**config.mk**
```make
export PLATFORM = sky130hd
export DESIGN_NAME = alu_divider
export DESIGN_NICKNAME = d
export VERILOG_FILES = /design/src/rtl/alu_div_pkg.sv /design/src/rtl/alu_div_step.sv /design/src/rtl/alu_divider.sv
export SDC_FILE = /design/constraint.sdc
export NUM_CORES = 1
export LEC_CHECK = 0
export ABC_AREA = 1
export CORE_MARGIN = 5
export CORE_UTILIZATION = 30
export CTS_CLUSTER_DIAMETER = 120
export CTS_CLUSTER_SIZE = 30
export DETAILED_ROUTE_END_ITERATION = 10
export REMOVE_ABC_BUFFERS = 1
export SYNTH_ARGS = -nofsm -noshare
export SYNTH_HDL_FRONTEND = slang
export SYNTH_SLANG_ARGS = --single-unit
```
**constraint.sdc**
```tcl
create_clock -name clock -period 3.1 [get_ports clock]
set_input_delay 0.62 -clock clock [delete_from_list [all_inputs] [get_ports clock]]
set_output_delay 0.62 -clock clock [all_outputs]
set_load 0.02 [all_outputs]
```
**src/rtl/alu_div_pkg.sv**
```systemverilog
// -----------------------------------------------------------------------------
// alu_div_pkg
// Shared types and constants for the sequential ALU divider.
//   WIDTH_DEFAULT : default operand width of the divider datapath
//   CNT_W         : iteration counter width for the default operand width
//   div_state_e   : divider controller states
// -----------------------------------------------------------------------------
package alu_div_pkg;

  localparam int WIDTH_DEFAULT = 32;
  localparam int CNT_W         = $clog2(WIDTH_DEFAULT);

  typedef enum logic [2:0] {
    IDLE = 3'd0,
    LOAD = 3'd1,
    CALC = 3'd2,
    FIX  = 3'd3,
    DONE = 3'd4
  } div_state_e;

endpackage

```
**src/rtl/alu_div_step.sv**
```systemverilog
// -----------------------------------------------------------------------------
// alu_div_step
// One combinational non-restoring division iteration.
//   a      : (WIDTH+1)-bit signed partial remainder
//   q      : WIDTH-bit quotient/dividend shift register
//   m      : WIDTH-bit divisor magnitude
//   a_next : partial remainder after shift and add/subtract
//   q_next : shift register with the new quotient bit in bit 0
// -----------------------------------------------------------------------------
module alu_div_step
  import alu_div_pkg::*;
#(
  parameter int WIDTH = WIDTH_DEFAULT
) (
  input  logic [WIDTH:0]   a,
  input  logic [WIDTH-1:0] q,
  input  logic [WIDTH-1:0] m,
  output logic [WIDTH:0]   a_next,
  output logic [WIDTH-1:0] q_next
);

  logic [WIDTH:0] a_shift_s;
  logic [WIDTH:0] m_ext_s;
  logic [WIDTH:0] a_sum_s;

  // Shift {A,Q} left, then subtract M from a non-negative A or add it to a
  // negative one; the new quotient bit is set when the result is non-negative.
  always_comb begin
    a_shift_s = {a[WIDTH-1:0], q[WIDTH-1]};
    m_ext_s   = {1'b0, m};
    if (a[WIDTH] == 1'b0) begin
      a_sum_s = a_shift_s - m_ext_s;
    end else begin
      a_sum_s = a_shift_s + m_ext_s;
    end
    a_next = a_sum_s;
    q_next = {q[WIDTH-2:0], ~a_sum_s[WIDTH]};
  end

endmodule

```
**src/rtl/alu_divider.sv**
```systemverilog
// -----------------------------------------------------------------------------
// alu_divider
// Sequential radix-2 non-restoring divider, one quotient bit per cycle.
// Result layout matches the multiplier HI/LO: {remainder, quotient}.
//   clock    : rising-edge clock
//   reset    : synchronous active-high reset, overrides everything
//   start    : request, only looked at in IDLE
//   dividend : numerator, sampled in LOAD
//   divisor  : denominator, sampled in LOAD
//   busy     : high from the accepting edge through the done cycle
//   done     : one-cycle pulse, result valid
//   div_zero : divisor was zero (only with ALU_DIV_ZERO_TRAP_EN)
//   result   : {remainder, quotient}, held until the next operation's FIX
// Build option:
//   ALU_DIV_ZERO_TRAP_EN : a zero divisor bypasses the iterations and
//                          flags div_zero; otherwise it runs full latency
//                          and div_zero stays 0.
// -----------------------------------------------------------------------------
module alu_divider
  import alu_div_pkg::*;
#(
  parameter int WIDTH  = WIDTH_DEFAULT,
  parameter bit SIGNED = 1'b1
) (
  input  logic               clock,
  input  logic               reset,
  input  logic               start,
  input  logic [WIDTH-1:0]   dividend,
  input  logic [WIDTH-1:0]   divisor,
  output logic               busy,
  output logic               done,
  output logic               div_zero,
  output logic [2*WIDTH-1:0] result
);

  localparam int                 CNT_BITS = $clog2(WIDTH);
  localparam logic [CNT_BITS-1:0] CNT_LAST = CNT_BITS'(WIDTH - 1);
  localparam logic [CNT_BITS-1:0] CNT_ONE  = CNT_BITS'(1);

  div_state_e          state_r;
  logic [WIDTH:0]      a_r;
  logic [WIDTH-1:0]    q_r;
  logic [WIDTH-1:0]    m_r;
  logic [WIDTH-1:0]    dividend_r;
  logic                sign_q_r;
  logic                sign_rem_r;
  logic                zero_r;
  logic [CNT_BITS-1:0] count_r;

  logic [WIDTH:0]      a_next_s;
  logic [WIDTH-1:0]    q_next_s;
  logic [WIDTH-1:0]    rem_mag_s;
  logic [WIDTH-1:0]    fix_q_s;
  logic [WIDTH-1:0]    fix_rem_s;

  // Operand magnitude; the plain WIDTH-bit negate leaves the most negative
  // value unchanged, which the unsigned datapath then handles correctly.
  function automatic logic [WIDTH-1:0] magnitude(input logic [WIDTH-1:0] x);
    logic [WIDTH-1:0] mag;
    if (SIGNED && x[WIDTH-1]) begin
      mag = -x;
    end else begin
      mag = x;
    end
    return mag;
  endfunction

  alu_div_step #(
    .WIDTH (WIDTH)
  ) u_step (
    .a      (a_r),
    .q      (q_r),
    .m      (m_r),
    .a_next (a_next_s),
    .q_next (q_next_s)
  );

  // Final correction: restore a negative remainder, apply result signs, and
  // force the divide-by-zero convention q = all ones, r = raw dividend.
  always_comb begin
    if (a_r[WIDTH]) begin
      rem_mag_s = a_r[WIDTH-1:0] + m_r;
    end else begin
      rem_mag_s = a_r[WIDTH-1:0];
    end
    if (zero_r) begin
      fix_q_s   = {WIDTH{1'b1}};
      fix_rem_s = dividend_r;
    end else begin
      if (sign_q_r) begin
        fix_q_s = -q_r;
      end else begin
        fix_q_s = q_r;
      end
      if (sign_rem_r) begin
        fix_rem_s = -rem_mag_s;
      end else begin
        fix_rem_s = rem_mag_s;
      end
    end
  end

  // Controller, datapath registers and registered handshake outputs.
  always_ff @(posedge clock) begin
    if (reset) begin
      state_r    <= IDLE;
      a_r        <= {(WIDTH+1){1'b0}};
      q_r        <= {WIDTH{1'b0}};
      m_r        <= {WIDTH{1'b0}};
      dividend_r <= {WIDTH{1'b0}};
      sign_q_r   <= 1'b0;
      sign_rem_r <= 1'b0;
      zero_r     <= 1'b0;
      count_r    <= {CNT_BITS{1'b0}};
      busy       <= 1'b0;
      done       <= 1'b0;
      div_zero   <= 1'b0;
      result     <= {(2*WIDTH){1'b0}};
    end else begin
      case (state_r)
        IDLE: begin
          done     <= 1'b0;
          div_zero <= 1'b0;
          if (start) begin
            state_r <= LOAD;
            busy    <= 1'b1;
          end else begin
            state_r <= IDLE;
            busy    <= 1'b0;
          end
        end

        LOAD: begin
          a_r        <= {(WIDTH+1){1'b0}};
          q_r        <= magnitude(dividend);
          m_r        <= magnitude(divisor);
          dividend_r <= dividend;
          sign_q_r   <= SIGNED & (dividend[WIDTH-1] ^ divisor[WIDTH-1]);
          sign_rem_r <= SIGNED & dividend[WIDTH-1];
          zero_r     <= (divisor == {WIDTH{1'b0}});
          count_r    <= {CNT_BITS{1'b0}};
`ifdef ALU_DIV_ZERO_TRAP_EN
          if (divisor == {WIDTH{1'b0}}) begin
            result   <= {dividend, {WIDTH{1'b1}}};
            done     <= 1'b1;
            div_zero <= 1'b1;
            state_r  <= DONE;
          end else begin
            state_r  <= CALC;
          end
`else
          state_r <= CALC;
`endif
        end

        CALC: begin
          a_r     <= a_next_s;
          q_r     <= q_next_s;
          count_r <= count_r + CNT_ONE;
          if (count_r == CNT_LAST) begin
            state_r <= FIX;
          end else begin
            state_r <= CALC;
          end
        end

        FIX: begin
          result  <= {fix_rem_s, fix_q_s};
          done    <= 1'b1;
          state_r <= DONE;
        end

        DONE: begin
          done     <= 1'b0;
          div_zero <= 1'b0;
          busy     <= 1'b0;
          state_r  <= IDLE;
        end

        default: begin
          done     <= 1'b0;
          div_zero <= 1'b0;
          busy     <= 1'b0;
          state_r  <= IDLE;
        end
      endcase
    end
  end

endmodule

```
Word-level counts from Yosys, hierarchy flattened

Cells that the tools add are included.

Add/subtract/negate cells: 8
Mux-type cells: 17
Eq/ne operators: 4
Bitwise gates (word level): 2
Reductions and logical operators: 5

Operator list:

| cell                  | number |
|---|---|
| $mux W32              | 7 |
| $neg A32 Y32          | 4 |
| $pmux W33 S2          | 1 |
| $pmux W32 S2          | 1 |
| $add A33 B32 Y33      | 1 |
| $mux W33              | 1 |
| $sub A33 B32 Y33      | 1 |
| $add A32 B32 Y32      | 1 |
| $logic_not A32 Y1     | 1 |
| $pmux W3 S4           | 1 |
| $pmux W5 S2           | 1 |
| $eq A3 B2 Y1 const B  | 2 |
| $add A5 B1 Y5 const B | 1 |
| $eq A5 B5 Y1 const B  | 1 |
| $pmux W1 S2           | 2 |
| $eq A3 B1 Y1 const B  | 1 |
| $logic_not A3 Y1      | 1 |
| $mux W1               | 3 |
| $reduce_or A3 Y1      | 1 |
| $reduce_bool A2 Y1    | 1 |
| $reduce_or A2 Y1      | 1 |
| $not A1 Y1            | 1 |
| $xor A1 B1 Y1         | 1 |

Word-level logic and storage cells: 48
Input port bits: 67
Output and inout port bits: 67
Register bits after elaboration: 206

Longest topological paths before layout

Depth after elaboration: 5
Gate-level depth with buffers: 24

By module

A second synthesis with hierarchy kept.

Cells, all modules: 2834
Area total of the unflattened synthesis: 17125.2 µm²

Modules (own cells, without submodules):

| module       | cells each | area an instance (µm²) | instances |
|---|---|---|---|
| alu_divider  | 2140       | 13541.7                | 1 |
| alu_div_step | 694        | 3583.4                 | 1 |

Least setup slack after synthesis

OpenSTA, ideal clock, no wires.

Kind: register -> register
From: register a_r[32]
To: register a_r[21]
Slack: -259 ps
Required time: 2968 ps
Path buffers: 4
Period minus slack after synthesis: 3359 ps
Arrival: 3227 ps
Cell stages (with the launch flop): 23
Path through: dfxtp_1 -> buf_2 -> buf_2 -> buf_1 -> buf_1 -> nor2_1 -> xor2_1 -> ha_1 -> a21oi_1 -> nand2_1 -> a21boi_1 -> o21ai_1 -> a21oi_1 -> inv_1 -> nand2_1 -> nand2_1 -> a21oi_1 -> inv_1 -> nand2_1 -> nand2_1 -> or2_0 -> nand3_1 -> a21oi_1

Word-level cells in the longest chain between the ends: 2

Ends and longest elaborated chain:

| what                   | line               | RTL |
|---|---|---|
| start, declared        | alu_divider.sv:41  | `logic [WIDTH:0] a_r;` |
| start signal, assigned | alu_divider.sv:107 | `a_r <= {(WIDTH+1){1'b0}};` |
| start signal, assigned | alu_divider.sv:134 | `a_r <= {(WIDTH+1){1'b0}};` |
| start signal, assigned | alu_divider.sv:157 | `a_r <= a_next_s;` |
| $mux W33               | alu_div_step.sv:31 | `if (a[WIDTH] == 1'b0) begin` |
| $pmux W33 S2           | alu_divider.sv:120 | `case (state_r)` |

Every way passes these cells.
A chain may end at the register's enable or synchronous reset.

Worst setup path after layout

From: register m_r[0]
To: register a_r[24]

Word-level cells in the longest chain between the ends: 3
Elaborated cells on any way between the ends: 4

Ends and longest elaborated chain:

| what                                                        | line                                   | RTL |
|---|---|---|
| start, declared                                             | alu_divider.sv:43                      | `logic [WIDTH-1:0] m_r;` |
| start signal, assigned                                      | alu_divider.sv:109                     | `m_r <= {WIDTH{1'b0}};` |
| start signal, assigned                                      | alu_divider.sv:136                     | `m_r <= magnitude(divisor);` |
| $sub A33 B32 Y33 / $add A33 B32 Y33 (equally long branches) | alu_div_step.sv:32, alu_div_step.sv:34 |  |
| $mux W33 *                                                  | alu_div_step.sv:31                     |  |
| $pmux W33 S2 *                                              | alu_divider.sv:120                     |  |

Every way passes the cells marked *; elsewhere a longest branch is shown, timed or not.

==> results.toml <==
[run_status]
outcome = "complete, but fails checks"
violations = "negative setup slack"

[clock_network]
clk_path_buf_depth = 3
numCtsBuffers = 11
postCtsHoldBufs = 0
numClockSinks = 205
clkLatencyLatePin_ps = 490
path_clk_slew_ps = 120
clock-root-buffer = "clkbuf_16"
cts_tree = "built"
htree_levels = 1

[power_and_ir_drop]
power_w = 0.0101
power.leakage_nw = 10.3
irDropWorstVdd_mv = 0.303
pwr_density_cell_mw_per_mm2 = 474

[finish]
areaGrowthSynthToFinish_pct = 30.8
finalInstanceArea_mm2 = 0.0213
nFillCells = 5777
instances_no_fill = 3666
multiInputGateArea_mm2 = 0.0111
nets = 3105
drive_above_1_share_pct = 19.5
diodes = 0
register_area_mm2 = 0.00412

[critical_path]
worstPathCellList = "nor3_4 > nand2_2 > nor3_4 > nand2_2 > nor3_2 > nand2_1 > nor2_1 > nand3_1 > nor3_2 > nand2_1 > nand2_1 > buf_4 > xor2_1 > ha_1 > a21oi_2 > o21ai_1 > a21oi_2 > nand3_2 > buf_4 > buf_6 > or2_4 > nand3_2 > a21oi_1"
crit_required_ps = 3460
crit_buf_inv = 3
criticalPathCategory = "reg -> reg"
start_kind = "flip-flop"
arrival_ps = 4070
crit_slowest_cell = "dfxtp_4"
slowest_delay_ps = 380
crit_family = "simple AND/OR/NAND/NOR gates"
startpoint = "m_r[0]"
r2r-start = "m_r[0]"
path_common_cell = "nand2_1"
end_kind = "flip-flop"
critPathMaxFanout = 3

[synthesis]
ys_warn_count = 0
synth-compound-area-share_pct = 18.5
synth_edf_count = 0
synth_fa_ha_area_share_pct = 5.61
synth-simple-area-share_pct = 33.9
synth_seq_area_share_pct = 25.1
ys_ff_latch = 205
yosysUniqueCellTypes = 52
synth_top_family_by_area = "simple AND/OR/NAND/NOR gates"
synthesis.area_mm2 = 0.0163
synth-main-ff-cell = "dfxtp_1"
synthArstFlopShare_pct = 0
syn_inst = 2650
syn_avg_cell_area_um2 = 6.16
synth_xor_xnor_area_share_pct = 5.74
synth.area.mux_share_pct = 0

[sta]
setup_viol = 20
finClkSkew_ps = 17.4
tightest_slew_ps = 968
max_slew_margin_pct = 35.4
rsz0062_at_grt = "true"
report.final.slew_viol_count = 0
period_share_pct = 120
hold_violations = 0
fin_ws_ps = -614
fmax_mhz = 269
fin_hold_ws_ps = 462
layout_min_cycle_time_ps = 3710

[detailed_routing]
drt_iter0_markers = 1129
wl_per_cell_um = 15.2
wl_mm = 55.6
vias = 17800
drt_first_pass_iters = 5
detail-route-antenna-nets = 0
drt-vias-per-instance = 4.85
drcViolationCount = 0

[placement]
io_buffers = 132
dpl.cell_count = 3591
placed_area_mm2 = 0.0198
place.gp.congestion = 0.953
hpwl_mm = 42.8
dp_slack_ps = -678

[run]
cap_violations = 0

[min_path]
worstHoldPathType = "reg -> reg"
min_from = "dividend_r[29]"

[global_route]
grt_overflow = 0
track_usage_pct = 17.8
antenna_found_initial = 1
grt_pass1_wl_mm = 87.5
grt_max_degree = 108
grt_pass1_vias = 16500

[die]
core.rowCount = 85
dieWidth_um = 243
die_h_um = 243
ios = 134
die_area_mm2 = 0.0592
start_util_pct = 30.3
core_mm2 = 0.0538
[tightest hold or removal path, stage by stage, from the launching register on]
cell,delay [ps]
dfxtp_1,310
inv_1,60
a21oi_1,60
[path summary, 6_finish.rpt]
| kind | cells after the start | end | slack (ps) |
|---|---|---|---|
| min | 2 | dividend_r[29] | 460 |
| max reg2reg | 23 | a_r[24] | -610 |
| min reg2reg | 2 | dividend_r[29] | 460 |
| max | 23 | a_r[24] | -610 |
[final cells by class]
cell class              count  area share, %
clock inverters             5          0.205
repair buffers            400           16.3
flip-flops and latches    205           19.3
well taps                 696           4.08
inverters                 380           6.71
clock buffers              12           1.31
multi-input cells        1968           52.1
[flip-flops by register name (all words and copies together), names as in the netlist]
name and flops:
zero_r 1, a_r 33, sign_q_r 1, count_r 5
m_r 32, done 1, busy 1, state_r 3
result 64, dividend_r 32, q_r 32
[cell usage in the layout, fill, tap and decap left out, types with 5 or more instances in the layout]
cell type / count
inv_2: 23
o21ai_1: 48
nand4_1: 19
a21oi_2: 23
o21ai_2: 9
nor3_1: 24
nand2_1: 638
a21oi_1: 228
o22ai_1: 16
o221ai_1: 30
buf_4: 241
xor2_1: 80
or2_2: 33
nor3_4: 9
nor2_2: 31
nand2_4: 12
o21ai_0: 106
buf_6: 23
xnor2_1: 24
ha_1: 66
clkinv_1: 7
nor3_2: 12
clkdlybuf4s50_1: 131
clkbuf_16: 11
nand3_2: 28
a31oi_1: 20
nor4_1: 10
dfxtp_1: 199
o211ai_1: 11
nor2_1: 203
or2_4: 9
nand3_1: 145
nand2_2: 57
a21o_1: 8
a211oi_1: 5
inv_1: 348
buf_12: 5
nor2_4: 7
[power breakdown]
group | leakage, nW | internal (W) | switching [W]
Sequential | 1.67 | 0.00278 | 0.000148
Combinational | 8.44 | 0.00246 | 0.00306
Clock | 0.152 | 0.000682 | 0.000981
[cell usage after synthesis (4+ instances only)]
| cell | instances | share of area, % |
|---|---|---|
| nand2_1 | 681 | 16 |
| inv_1 | 359 | 8.3 |
| a21oi_1 | 249 | 7.6 |
| nor2_1 | 223 | 5.1 |
| dfxtp_1 | 205 | 25 |
| nand3_1 | 165 | 5.1 |
| o21ai_0 | 130 | 4.0 |
| xor2_1 | 81 | 4.3 |
| ha_1 | 70 | 5.4 |
| clkbuf_1 | 69 | 1.6 |
| or2_2 | 42 | 1.6 |
| o21ai_1 | 31 | 0.95 |
| o221ai_1 | 30 | 1.6 |
| xnor2_1 | 26 | 1.4 |
| nand2_2 | 24 | 0.92 |
| nor3_1 | 24 | 0.74 |
| a31oi_1 | 20 | 0.77 |
| nand4_1 | 19 | 0.73 |
| buf_1 | 17 | 0.39 |
| nor3_2 | 17 | 1.0 |
| o22ai_1 | 16 | 0.61 |
| nor2_2 | 15 | 0.57 |
| nor4_1 | 14 | 0.54 |
| inv_2 | 13 | 0.30 |
| o211ai_1 | 11 | 0.51 |
| nand3_2 | 9 | 0.55 |
| a21o_1 | 8 | 0.37 |
| buf_2 | 8 | 0.25 |
| clkinv_1 | 8 | 0.18 |
| a211oi_1 | 6 | 0.28 |
| a21oi_2 | 6 | 0.32 |
| a221oi_1 | 6 | 0.32 |
| o21ai_2 | 5 | 0.27 |
| and2_1 | 4 | 0.15 |
| nor3_4 | 4 | 0.40 |
| o21bai_1 | 4 | 0.18 |
| o31ai_1 | 4 | 0.18 |
[stage by stage]
step	TNS, ps	util (%)
after floorplan	-98990	-
after CTS	-5520	38.5
after global placement	-7050	36.8
final	-6630	39.7
after global routing	-14140	39.7
after detailed placement	-7630	36.8
[logic make-up after synthesis]
| logic type | count (synthesis) |
|---|---|
| XOR/XNOR | 107 |
| AO/OA/AOI/OAI | 536 |
| AND/OR/NAND/NOR | 1252 |
| other | 1 |
| buffers and inverters | 477 |
| adder cells (fa/ha/maj) | 72 |
| flip-flops | 205 |
[repair_timing]
| item | 4_1_cts | 5_1_grt |
|---|---|---|
| pin swaps | 64 | 65 |
| gates resized for setup | 118 | 124 |
| setup endpoints to repair | 19 | 48 |
| gates cloned | 0 | 0 |
| buffers inserted | 37 | 31 |
[layer usage]
layer | wire [µm] | track usage [%] | part of all wire [%]
met2 | 26600 | 31.1 | 48
met4 | 1350 | 4.09 | 2.4
met5 | 0 | 0 | 0
met3 | 2240 | 1.69 | 4.0
met1 | 25400 | 23.9 | 46
No activity file was read; power rests on OpenSTA's default activity.
